### src/rtl/div_pkg.sv
// Shared constants, state encoding and sign helper for the sequential divider.
package div_pkg;

  localparam int unsigned WIDTH = 32;
  localparam int unsigned CNT_W = 5;
  localparam logic [CNT_W-1:0] ITER_LAST = CNT_W'(WIDTH - 1);

  typedef enum logic [1:0] {
    ST_IDLE = 2'd0,
    ST_CALC = 2'd1,
    ST_FIX  = 2'd2
  } state_e;

  function automatic logic [WIDTH-1:0] neg_if(input logic en, input logic [WIDTH-1:0] x);
    return en ? (~x + WIDTH'(1)) : x;
  endfunction

endpackage

### src/rtl/add_full_1b.sv
// One-bit full adder cell used to build ripple arithmetic.
module add_full_1b (
  input  logic a_i,
  input  logic b_i,
  input  logic cin_i,
  output logic sum_o,
  output logic cout_o
);

  assign sum_o  = a_i ^ b_i ^ cin_i;
  assign cout_o = (a_i & b_i) | (cin_i & (a_i ^ b_i));

endmodule

### src/rtl/sub_full_33b.sv
// 33-bit ripple subtractor (a - b) from full-adder cells; borrow is the result MSB.
module sub_full_33b (
  input  logic [32:0] a_i,
  input  logic [32:0] b_i,
  output logic [31:0] diff_o,
  output logic        borrow_o
);

  localparam int unsigned N = 33;

  logic [N:0]   carry;
  logic [N-1:0] sum;
  logic         unused_cout;

  assign carry[0] = 1'b1;

  for (genvar i = 0; i < N; i++) begin : g_bit
    add_full_1b u_fa (
      .a_i    (a_i[i]),
      .b_i    (~b_i[i]),
      .cin_i  (carry[i]),
      .sum_o  (sum[i]),
      .cout_o (carry[i+1])
    );
  end

  // The top bit of the difference doubles as the "went negative" flag.
  assign diff_o      = sum[N-2:0];
  assign borrow_o    = sum[N-1];
  assign unused_cout = carry[N];

endmodule

### src/rtl/seq_divider.sv
// Restoring shift-subtract divider: one quotient bit per clock, signed/unsigned,
// deterministic divide-by-zero result, fixed 33-cycle latency.
module seq_divider
  import div_pkg::*;
#(
  parameter int unsigned WIDTH = div_pkg::WIDTH
) (
  input  logic             clock,
  input  logic             reset,
  input  logic             start,
  input  logic             sgn,
  input  logic [WIDTH-1:0] dvdnd,
  input  logic [WIDTH-1:0] dvsor,
  output logic [WIDTH-1:0] quot,
  output logic [WIDTH-1:0] remd,
  output logic             valid,
  output logic             div_zero,
  output logic             busy
);

  state_e           state_q, state_d;
  logic [CNT_W-1:0] cnt_q, cnt_d;
  logic [WIDTH-1:0] r_q, r_d;
  logic [WIDTH-1:0] q_q, q_d;
  logic [WIDTH-1:0] b_q, b_d;
  logic [WIDTH-1:0] raw_q, raw_d;
  logic             sa_q, sa_d;
  logic             sb_q, sb_d;
  logic             dz_q, dz_d;
  logic [WIDTH-1:0] quot_q, quot_d;
  logic [WIDTH-1:0] remd_q, remd_d;
  logic             valid_q, valid_d;
  logic             div_zero_q, div_zero_d;
  logic             busy_q, busy_d;

  logic [WIDTH-1:0] t_diff;
  logic             t_borrow;

  sub_full_33b u_sub (
    .a_i      ({r_q, q_q[WIDTH-1]}),
    .b_i      ({1'b0, b_q}),
    .diff_o   (t_diff),
    .borrow_o (t_borrow)
  );

  // Next-state and datapath updates.
  always_comb begin
    state_d    = state_q;
    cnt_d      = cnt_q;
    r_d        = r_q;
    q_d        = q_q;
    b_d        = b_q;
    raw_d      = raw_q;
    sa_d       = sa_q;
    sb_d       = sb_q;
    dz_d       = dz_q;
    quot_d     = quot_q;
    remd_d     = remd_q;
    valid_d    = 1'b0;
    div_zero_d = div_zero_q;

    unique case (state_q)
      ST_IDLE: begin
        if (start) begin
          sa_d    = sgn & dvdnd[WIDTH-1];
          sb_d    = sgn & dvsor[WIDTH-1];
          q_d     = neg_if(sgn & dvdnd[WIDTH-1], dvdnd);
          b_d     = neg_if(sgn & dvsor[WIDTH-1], dvsor);
          dz_d    = (dvsor == '0);
          raw_d   = dvdnd;
          r_d     = '0;
          cnt_d   = '0;
          state_d = ST_CALC;
        end
      end
      ST_CALC: begin
        // A restored remainder is below the divisor, so its shifted-out bit is zero.
        q_d   = {q_q[WIDTH-2:0], ~t_borrow};
        r_d   = t_borrow ? {r_q[WIDTH-2:0], q_q[WIDTH-1]} : t_diff;
        cnt_d = cnt_q + CNT_W'(1);
        if (cnt_q == ITER_LAST) begin
          state_d = ST_FIX;
        end
      end
      ST_FIX: begin
        if (dz_q) begin
          quot_d = '1;
          remd_d = raw_q;
        end else begin
          quot_d = neg_if(sa_q ^ sb_q, q_q);
          remd_d = neg_if(sa_q, r_q);
        end
        div_zero_d = dz_q;
        valid_d    = 1'b1;
        state_d    = ST_IDLE;
      end
      default: begin
        state_d = ST_IDLE;
      end
    endcase

    busy_d = (state_d != ST_IDLE);
  end

  always_ff @(posedge clock) begin
    if (!reset) begin
      state_q    <= ST_IDLE;
      cnt_q      <= '0;
      r_q        <= '0;
      q_q        <= '0;
      b_q        <= '0;
      raw_q      <= '0;
      sa_q       <= 1'b0;
      sb_q       <= 1'b0;
      dz_q       <= 1'b0;
      quot_q     <= '0;
      remd_q     <= '0;
      valid_q    <= 1'b0;
      div_zero_q <= 1'b0;
      busy_q     <= 1'b0;
    end else begin
      state_q    <= state_d;
      cnt_q      <= cnt_d;
      r_q        <= r_d;
      q_q        <= q_d;
      b_q        <= b_d;
      raw_q      <= raw_d;
      sa_q       <= sa_d;
      sb_q       <= sb_d;
      dz_q       <= dz_d;
      quot_q     <= quot_d;
      remd_q     <= remd_d;
      valid_q    <= valid_d;
      div_zero_q <= div_zero_d;
      busy_q     <= busy_d;
    end
  end

  assign quot     = quot_q;
  assign remd     = remd_q;
  assign valid    = valid_q;
  assign div_zero = div_zero_q;
  assign busy     = busy_q;

endmodule

### config.mk
export PLATFORM = sky130hd
export DESIGN_NAME = seq_divider
export DESIGN_NICKNAME = d
export VERILOG_FILES = /design/src/rtl/div_pkg.sv /design/src/rtl/add_full_1b.sv /design/src/rtl/sub_full_33b.sv /design/src/rtl/seq_divider.sv
export SDC_FILE = /design/constraint.sdc
export NUM_CORES = 1
export LEC_CHECK = 0
export ABC_AREA = 1
export CAP_MARGIN = 20
export CORE_MARGIN = 10
export CORE_UTILIZATION = 55
export DETAILED_ROUTE_END_ITERATION = 6
export GPL_ROUTABILITY_DRIVEN = 1
export PLACE_DENSITY = 0.84
export SYNTH_ARGS = -nofsm -noshare
export SYNTH_HDL_FRONTEND = slang
export SYNTH_SLANG_ARGS = --single-unit
### constraint.sdc
create_clock -name clock -period 15.4 [get_ports clock]
set_input_delay 1.54 -clock clock [delete_from_list [all_inputs] [get_ports clock]]
set_output_delay 1.54 -clock clock [all_outputs]
set_load 0.05 [all_outputs]
==> impl_metrics.json <==
{
  "status": "completed",
  "synthFlopType": "dfxtp_1",
  "yosysWarnings": 0,
  "grt_setup_unrepaired": "no",
  "wl_per_cell_um": 17.7,
  "die_h_um": 169,
  "crit_family": "adder cells",
  "async_flop_share_pct": 0,
  "cts_resized": 0,
  "grt-busiest-layer": "met2",
  "tns_ps": 0,
  "grt_pass1_vias": 12000,
  "cp.required_ps": 15820,
  "fin_nets": 2055,
  "drc": 0,
  "crit_buf_inv": 6,
  "critical_path_class": "flop to flop",
  "crit_fanout": 20,
  "synthCells": 1865,
  "synth_simple_gate_area_share_pct": 30.8,
  "overflow": 0,
  "rows": 54,
  "cts_tree": "yes",
  "power_w": 0.00242,
  "p_clk_share_pct": 26.5,
  "fmaxAchievable_ghz": 0.0741,
  "die_area_mm2": 0.0286,
  "p_leak_nw": 6.36,
  "period_needed_ps": 13490,
  "post_cts_buffers": 0,
  "grt_use_met3_pct": 5.42,
  "drive_gt1_share_pct": 4.02,
  "drv_cap": 0,
  "portBuffers": 134,
  "cts_max_level": 1,
  "ir_worst_vdd_mv": 0.177,
  "slowest_stage": "inv_1",
  "root_buffer": "clkbuf_16",
  "slew_headroom_pct": 34.0,
  "ys_types": 42,
  "ctsHoldBuffers": 0,
  "core-area_mm2": 0.0219,
  "maxSlewViolCount": 0,
  "internal-power_w": 0.00137,
  "synth_edf_count": 0,
  "ios": 135,
  "areaGrowthSynthToFinish_pct": 18.6,
  "swShare_pct": 43.5,
  "synth_top_family_by_area": "simple AND/OR/NAND/NOR gates",
  "met2_usage_pct": 41.5,
  "dp.cells": 2203,
  "ys_ff_latch": 205,
  "avgSynthCellArea_um2": 6.56,
  "synth_compound_area_share_pct": 17.0,
  "diodes": 0,
  "worst_pin_slew_ps": 989,
  "wl_um": 39700,
  "hold_class": "flop to flop",
  "setup_violations": 0,
  "finalWeightedCongestion": 0.961,
  "firstDrtPassIters": 6,
  "finClkSkew_ps": 10.0,
  "clock_latency_ps": 520,
  "ant_nets": 0,
  "grt_usage_pct": 26.8,
  "numCtsBuffers": 24,
  "grt_antenna_before_repair": 0,
  "grt_max_degree": 85,
  "dieWidth_um": 169,
  "clock_path_buffers": 3,
  "critical_path.max_stage_delay_ps": 570,
  "muxShareOfSynthArea_pct": 0,
  "clkTransAtPathRegs_ps": 60,
  "start_kind": "flop",
  "cp.arrival_ps": 13910,
  "power.switching_w": 0.00105,
  "seqPwrFrac_pct": 27.3,
  "syn_nets": 1971,
  "holdWs_ps": 460,
  "drt_iter0_drc": 1272,
  "viasPerCell": 5.74,
  "comb_power_share_pct": 46.2,
  "synth_xor_area_share_pct": 1.93,
  "gr-usage-met1_pct": 37.7,
  "numClockSinks": 205,
  "netlist_area_mm2": 0.0122,
  "finalCritPeriodShare_pct": 87.6,
  "grt_pass1_wl_um": 63800,
  "hold_violations": 0,
  "layout.cells.non_filler": 2247,
  "yosysSeqAreaShare_pct": 33.5,
  "vias": 12900,
  "endpoint_kind": "flop",
  "synth-adder-area-share_pct": 5.79,
  "cp_common_cell": "fa_1",
  "power.density_mw_per_mm2": 167,
  "dp_hpwl_um": 28800,
  "initial_core_util_pct": 55.9
}
==> cells in the final DEF, fill, tap and decap left out, types with 17 or more instances in the layout <==
cell type / synthesis / layout
clkbuf_16: 0 / 25
a31oi_1: 27 / 27
o22ai_1: 17 / 17
nand3_1: 168 / 168
nand4_1: 25 / 25
nor2_1: 272 / 272
fa_1: 31 / 31
o21ai_0: 127 / 127
a21oi_1: 81 / 81
a22oi_1: 23 / 23
o32ai_1: 18 / 18
inv_1: 247 / 246
clkdlybuf4s50_1: 0 / 133
dfxtp_1: 205 / 205
nand2_1: 407 / 407
xor2_1: 23 / 23
==> worst reg2reg max path: cells and delay by family (launching register included) <==
family                     cells  cell delay (ps)
AOI/OAI and AO/OA              1              270
and+or+nand+nor                3              250
buffers and inverters          6              910
DFF                            1              340
adders and majority gates     32            11630
==> cell families (layout without fill, tap and decap cells) <==
| group | count (synthesis) | count (layout) |
|---|---|---|
| DFF | 205 | 205 |
| and+or+nand+nor | 906 | 906 |
| buffers and inverters | 340 | 442 |
| adders and majority gates | 38 | 38 |
| xor gates and xnor gates | 27 | 27 |
| AOI/OAI and AO/OA | 349 | 349 |
==> power by group through the flow <==
stage | clock network [W] | registers [W] | logic (W)
4_1_cts | 0.000647 | 0.000657 | 0.00109
5_1_grt | 0.000665 | 0.000669 | 0.00127
3_3_place_gp | 0 | 0.000667 | 0.00104
2_1_floorplan | 0 | 0.000649 | 0.000819
3_5_place_dp | 0 | 0.000668 | 0.00108
6_report | 0.000641 | 0.000659 | 0.00112
==> final timing paths <==
kind	end	startpoint	slack [ps]	cells past startpoint
worst max-delay path	r_q[30]	q_q[31]	1910	42
worst min-delay path	raw_q[22]	raw_q[22]	460	2
worst max register to register	r_q[30]	q_q[31]	1910	42
worst min register to register	raw_q[22]	raw_q[22]	460	2
==> synthesized netlist by cell type (4+ instances only) <==
cell	instances	area, um2
xnor2_1	4	35.0
o32ai_1	18	158
o21ai_0	127	636
a31oi_1	27	169
nor3_1	12	60.1
or2_2	5	31.3
nand3_1	168	841
buf_2	39	195
nand2_1	407	1530
nand3b_1	4	30.0
dfxtp_1	205	4100
ha_1	7	87.6
a21oi_1	81	405
inv_2	7	26.3
nand4_1	25	156
fa_1	31	621
a22oi_1	23	173
xor2_1	23	201
nor2_2	5	31.3
clkbuf_1	42	158
o211ai_1	13	97.6
o2111ai_1	4	35.0
o221ai_1	6	52.6
nor2_1	272	1020
a211oi_1	16	120
o22ai_1	17	106
inv_1	247	927
==> metrics by stage <==
stage               setup WS [ps]  utilization [%]  instance area (um2)
floorplan                    2980                -                12200
global placement             2320             62.2                13600
detailed placement           2120             62.2                13600
CTS                          2020             66.3                14500
global route                 1390             66.3                14500
finish                       1910             66.3                14500
==> flip-flops by register name, summed over array words and instances (netlist names) <==
register	cells
valid	1
sa_q	1
b_q	32
dz_q	1
busy	1
q_q	32
div_zero	1
state_q	2
quot	32
remd	32
cnt_q	5
raw_q	32
sb_q	1
r_q	32
==> layout make-up <==
cell class	instances	area (um2)
sequential	205	4100
tap	280	350
inverter	255	957
clock buffer	30	684
multi-input combinational	1320	6800
fill	2054	7380
clock inverter	14	211
timing repair buffer	143	1400
==> metal layers <==
layer | share of wire [%] | up-vias
met5 | 0 | -
met1 | 44 | 6059
met3 | 9.1 | 59
met2 | 44 | 512
met4 | 2.0 | 0
li1 | - | 6259
Note: power is estimated with default switching activity, not from simulation.
